**src/rtl/sprite_plotter.sv**
```systemverilog
// Sprite/clear-screen plotter feeding the VGA adapter one pixel per clock.
// Build option SPRITE_MASK_EN: when defined the per-pixel mask is honoured, otherwise sprites draw solid.
`timescale 1ns/1ps
module sprite_plotter #(
  parameter int SPR_W = 4,
  parameter int SPR_H = 4,
  parameter int SCR_W = 160,
  parameter int SCR_H = 120,
  parameter int XW    = 8,
  parameter int YW    = 7,
  parameter int CW    = 3
) (
  input  logic                   clk,
  input  logic                   resetn,
  input  logic                   req_draw,
  input  logic                   req_clear,
  input  logic [XW-1:0]          base_x,
  input  logic [YW-1:0]          base_y,
  input  logic [CW-1:0]          colour_in,
  input  logic [SPR_W*SPR_H-1:0] mask,
  output logic [XW-1:0]          x,
  output logic [YW-1:0]          y,
  output logic [CW-1:0]          colour,
  output logic                   plot,
  output logic                   busy,
  output logic                   done
);

  localparam int N = SPR_W * SPR_H;
`ifdef SPRITE_MASK_EN
  localparam bit MASK_EN = 1'b1;
`else
  localparam bit MASK_EN = 1'b0;
`endif

  typedef enum logic [1:0] {IDLE, DRAW, CLEAR, DONE} state_t;

  state_t        state, state_d;
  logic [XW-1:0] col, col_d;
  logic [YW-1:0] row, row_d;
  logic [XW-1:0] bx_q, bx_d;
  logic [YW-1:0] by_q, by_d;
  logic [CW-1:0] colour_q, colour_q_d;
  logic [N-1:0]  mask_q, mask_d;
  logic [XW-1:0] x_d;
  logic [YW-1:0] y_d;
  logic [CW-1:0] colour_d;
  logic          plot_d, busy_d, done_d;
  logic [XW:0]   sum_x;
  logic [YW:0]   sum_y;

  // One extra bit on the sums so coordinates past the screen edge clip instead of wrapping.
  function automatic logic on_screen(input logic [XW:0] sx, input logic [YW:0] sy);
    return (sx < (XW+1)'(SCR_W)) && (sy < (YW+1)'(SCR_H));
  endfunction

  assign sum_x = {1'b0, bx_q} + {1'b0, col};
  assign sum_y = {1'b0, by_q} + {1'b0, row};

  always_comb begin
    state_d    = state;
    col_d      = col;
    row_d      = row;
    bx_d       = bx_q;
    by_d       = by_q;
    colour_q_d = colour_q;
    mask_d     = mask_q;
    x_d        = x;
    y_d        = y;
    colour_d   = colour;
    plot_d     = 1'b0;
    busy_d     = busy;
    done_d     = 1'b0;
    case (state)
      IDLE: begin
        busy_d = 1'b0;
        if (req_clear) begin
          state_d = CLEAR;
          col_d   = '0;
          row_d   = '0;
          busy_d  = 1'b1;
        end else if (req_draw) begin
          state_d    = DRAW;
          col_d      = '0;
          row_d      = '0;
          bx_d       = base_x;
          by_d       = base_y;
          colour_q_d = colour_in;
          mask_d     = mask;
          busy_d     = 1'b1;
        end
      end
      DRAW: begin
        x_d      = sum_x[XW-1:0];
        y_d      = sum_y[YW-1:0];
        colour_d = colour_q;
        // Mask is consumed LSB-first, matching the row-major scan order.
        plot_d   = on_screen(sum_x, sum_y) & (mask_q[0] | !MASK_EN);
        mask_d   = mask_q >> 1;
        if (col == XW'(SPR_W-1)) begin
          col_d = '0;
          if (row == YW'(SPR_H-1)) state_d = DONE;
          else                     row_d   = row + YW'(1);
        end else begin
          col_d = col + XW'(1);
        end
      end
      CLEAR: begin
        x_d      = col;
        y_d      = row;
        colour_d = '0;
        plot_d   = 1'b1;
        if (col == XW'(SCR_W-1)) begin
          col_d = '0;
          if (row == YW'(SCR_H-1)) state_d = DONE;
          else                     row_d   = row + YW'(1);
        end else begin
          col_d = col + XW'(1);
        end
      end
      DONE: begin
        done_d  = 1'b1;
        busy_d  = 1'b1;
        state_d = IDLE;
      end
      default: state_d = IDLE;
    endcase
  end

  always_ff @(posedge clk) begin
    if (!resetn) begin
      state    <= IDLE;
      col      <= '0;
      row      <= '0;
      bx_q     <= '0;
      by_q     <= '0;
      colour_q <= '0;
      mask_q   <= '0;
      x        <= '0;
      y        <= '0;
      colour   <= '0;
      plot     <= 1'b0;
      busy     <= 1'b0;
      done     <= 1'b0;
    end else begin
      state    <= state_d;
      col      <= col_d;
      row      <= row_d;
      bx_q     <= bx_d;
      by_q     <= by_d;
      colour_q <= colour_q_d;
      mask_q   <= mask_d;
      x        <= x_d;
      y        <= y_d;
      colour   <= colour_d;
      plot     <= plot_d;
      busy     <= busy_d;
      done     <= done_d;
    end
  end

endmodule

```
**config.mk**
```make
export PLATFORM = sky130hd
export DESIGN_NAME = sprite_plotter
export DESIGN_NICKNAME = d
export VERILOG_FILES = /design/src/rtl/sprite_plotter.sv
export SDC_FILE = /design/constraint.sdc
export NUM_CORES = 1
export LEC_CHECK = 0
export ABC_AREA = 1
export BUFFER_PORTS_ARGS = -buffer_cell sky130_fd_sc_hd__buf_2
export CAP_MARGIN = 10
export CORE_UTILIZATION = 60
export DETAILED_ROUTE_END_ITERATION = 8
export GPL_TIMING_DRIVEN = 1
export PLACE_DENSITY = 0.85
export SETUP_SLACK_MARGIN = 0.3
export SLEW_MARGIN = 20
export SYNTH_ARGS = -nofsm -noshare
export SYNTH_HDL_FRONTEND = slang
export SYNTH_SLANG_ARGS = --single-unit
```
**constraint.sdc**
```tcl
create_clock -name clk -period 3.4 [get_ports clk]
set_clock_uncertainty 0.05 [all_clocks]
set_input_delay 0 -clock clk [delete_from_list [all_inputs] [get_ports clk]]
set_output_delay 0 -clock clk [all_outputs]
set_load 0.03 [all_outputs]
```
==> impl_metrics.json <==
{
  "slew_headroom": 0.516,
  "hold-path-cell-count": 3,
  "vdd_drop_max_mv": 0.507,
  "dieArea_um2": 5620,
  "antenna_cells": 0,
  "vias": 3070,
  "p_per_area_nw_per_um2": 738,
  "clkPwrFrac": 0.138,
  "drc": 0,
  "netlist_instances": 444,
  "ys_ff_latch": 56,
  "seq_area_frac_synth": 0.351,
  "highest_layer": "met4",
  "area_delta_synth_final_pct": 16.9,
  "fin_crit_ns": 2.30,
  "final_util": 0.731,
  "grt_pass1_wl_um": 12300,
  "intPower_mw": 1.45,
  "finalCritPeriodShare": 0.678,
  "nFillCells": 393,
  "worstPathCellList": "inv_1 > ha_1 > inv_1 > o21ai_4 > nand2_1 > nand2_1 > nand2_2 > a211oi_2",
  "finalPower_mw": 2.76,
  "met1Wirelength_um": 3350,
  "io_pins": 59,
  "clock_path_buffers": 2,
  "insertion_delay_ns": 0.31,
  "hold_class": "in -> reg",
  "drive_gt1_frac": 0.151,
  "switching_power_mw": 1.31,
  "ys.warnings.count": 0,
  "pwr-share-seq": 0.333,
  "cts_root_buffer": "clkbuf_8",
  "p_leak_nw": 1.77,
  "cts.sinks": 56,
  "synth.area.top_cells": "dfxtp_1 35%, nand2_1 10%, a21oi_1 9.9%, ha_1 8.2%, inv_1 6.6%",
  "hold_violations": 0,
  "avgSynthCellArea_um2": 7.20,
  "reg2regPathDepth": 8,
  "ff_latch_area_um2": 1120,
  "required_ns": 3.59,
  "status": "completed",
  "wl_um": 7470,
  "fin_area_um2": 3730,
  "cts_buffers": 5,
  "finalSetupTns_ns": 0,
  "pwr-share-comb": 0.529,
  "rsz0062_at_grt": "no",
  "dp_hpwl_um": 4940,
  "htreeDepth": 2,
  "io_buffers": 42,
  "synth_top_area_cell": "dfxtp_1",
  "drt_iter0_markers": 223,
  "max_stage_delay_ns": 0.63,
  "viasPerCell": 5.37,
  "met2_length_um": 3480,
  "wl_per_cell_um": 13.1,
  "endpoint_kind": "flop",
  "mostFrequentLayoutCell": "nand2_1",
  "synth_top_area_frac": 0.351,
  "synth_nets": 505,
  "worstMarginPinSlew_ns": 0.726,
  "maxSlewViolCount": 0,
  "timing_worst_setup_path_type": "reg -> reg",
  "arrival_ns": 2.49,
  "finalSetupViolCount": 0,
  "syn-cell-area_um2": 3200,
  "cp-start-kind": "flop",
  "gp_congestion": 0.835,
  "final_nets": 562,
  "path_clk_slew_ns": 0.10,
  "cpMaxStageDelayCell": "ha_1",
  "crit_fanout": 18,
  "die_x_um": 75.0,
  "core.rowCount": 26,
  "initial_utilization": 0.626,
  "fmax_ghz": 0.434,
  "grt_overflow": 0,
  "die_y_um": 75.0,
  "drtPass1Iterations": 5,
  "grt_antenna_before_repair": 0,
  "sw_frac_of_total": 0.475,
  "holdWs_ns": 0.175,
  "coreArea_um2": 5110,
  "track_usage": 0.286,
  "grt_start_max_net_pins": 41,
  "wl_met3_um": 486,
  "multi_input_area_um2": 1760,
  "drv_cap": 0,
  "synth_cell_types": 39,
  "ant_nets": 0,
  "grt_pass1_vias": 2703,
  "rrSetupSlack_ns": 1.10,
  "mostFrequentLayoutCells": "89 x nand2_1, 63 x a21oi_1, 56 x inv_1, 56 x dfxtp_1, 42 x buf_2",
  "tritoncts": "built",
  "dpl_cell_area_um2": 3440
}
-- cell families after synthesis --
| kind of cell | share of synthesized area |
|---|---|
| AND/OR/NAND/NOR | 0.239 |
| flip-flops | 0.351 |
| XOR/XNOR | 0.0137 |
| buffers and inverters | 0.0971 |
| AO/OA/AOI/OAI | 0.204 |
| adder cells (fa/ha/maj) | 0.0948 |
-- worst paths after layout --
| check | start | endpoint |
|---|---|---|
| max | state[0] | col[1] |
| min | resetn | done |
| max reg2reg | state[0] | col[1] |
| min reg2reg | colour_q[1] | colour_q[1] |
-- power groups by stage --
stage                     registers (mW)  logic [mW]  clock network (mW)
final                              0.919        1.46               0.380
after global routing               0.938        1.59               0.413
after CTS                          0.912        1.44               0.385
after detailed placement           0.925        1.41                   0
after global placement             0.918        1.37                   0
after floorplan                     1.09       0.889                   0
-- synth_stat cells, drive strengths merged --
master and instances:
nand2 94, a21oi 63, inv 60, dfxtp 56, o21ai 45, nor2 34, ha 21, nand3 21
clkbuf 10, nand4 9, buf 6, a31oi 5, a211oi 3, xor2 3, fa 2, nor3b 2
or2 2, xnor2 2, clkinv 1, nand3b 1, nor3 1, o211ai 1, o21a 1, o221a 1
-- sequential cells by signal, summed over array words and instances, names as in the netlist --
name / count
plot: 1
colour: 3
x: 8
state: 2
done: 1
col: 8
row: 7
bx_q: 8
by_q: 7
y: 7
busy: 1
colour_q: 3
-- area by class of cell --
cell class / instances / area share
Clock buffer: 8 / 0.0241
Tap cell: 70 / 0.0235
Multi-Input combinational cell: 311 / 0.472
Timing Repair Buffer: 66 / 0.118
Inverter: 61 / 0.0620
Sequential cell: 56 / 0.300
-- critical path: cells and delay by family, from the launching register on --
family,cells,cell delay [ns]
adders and majority gates,1,0.63
AOI/OAI and AO/OA,2,0.53
buffers and inverters,2,0.38
DFF,1,0.35
and+or+nand+nor,3,0.29
-- layer usage --
metal | up-vias | GRT usage
met4 | 0 | 0.107
met3 | 16 | 0.0535
met5 | - | 0
met2 | 109 | 0.464
met1 | 1374 | 0.378
li1 | 1571 | -
-- through the flow --
step	setup slack, ns	cells
5_1_grt	0.939	572
2_1_floorplan	1.58	444
3_5_place_dp	1.15	544
6_report	1.10	572
4_1_cts	1.13	572
3_3_place_gp	1.22	544
-- repair_timing --
item | in CTS | in global routing
hold buffers | 20 | 0
setup endpoints to repair | 0 | 0
hold endpoints to repair | 21 | 0
buffers inserted | 0 | 0
resized for setup | 0 | 0
Power figures use the tool's default switching activity.
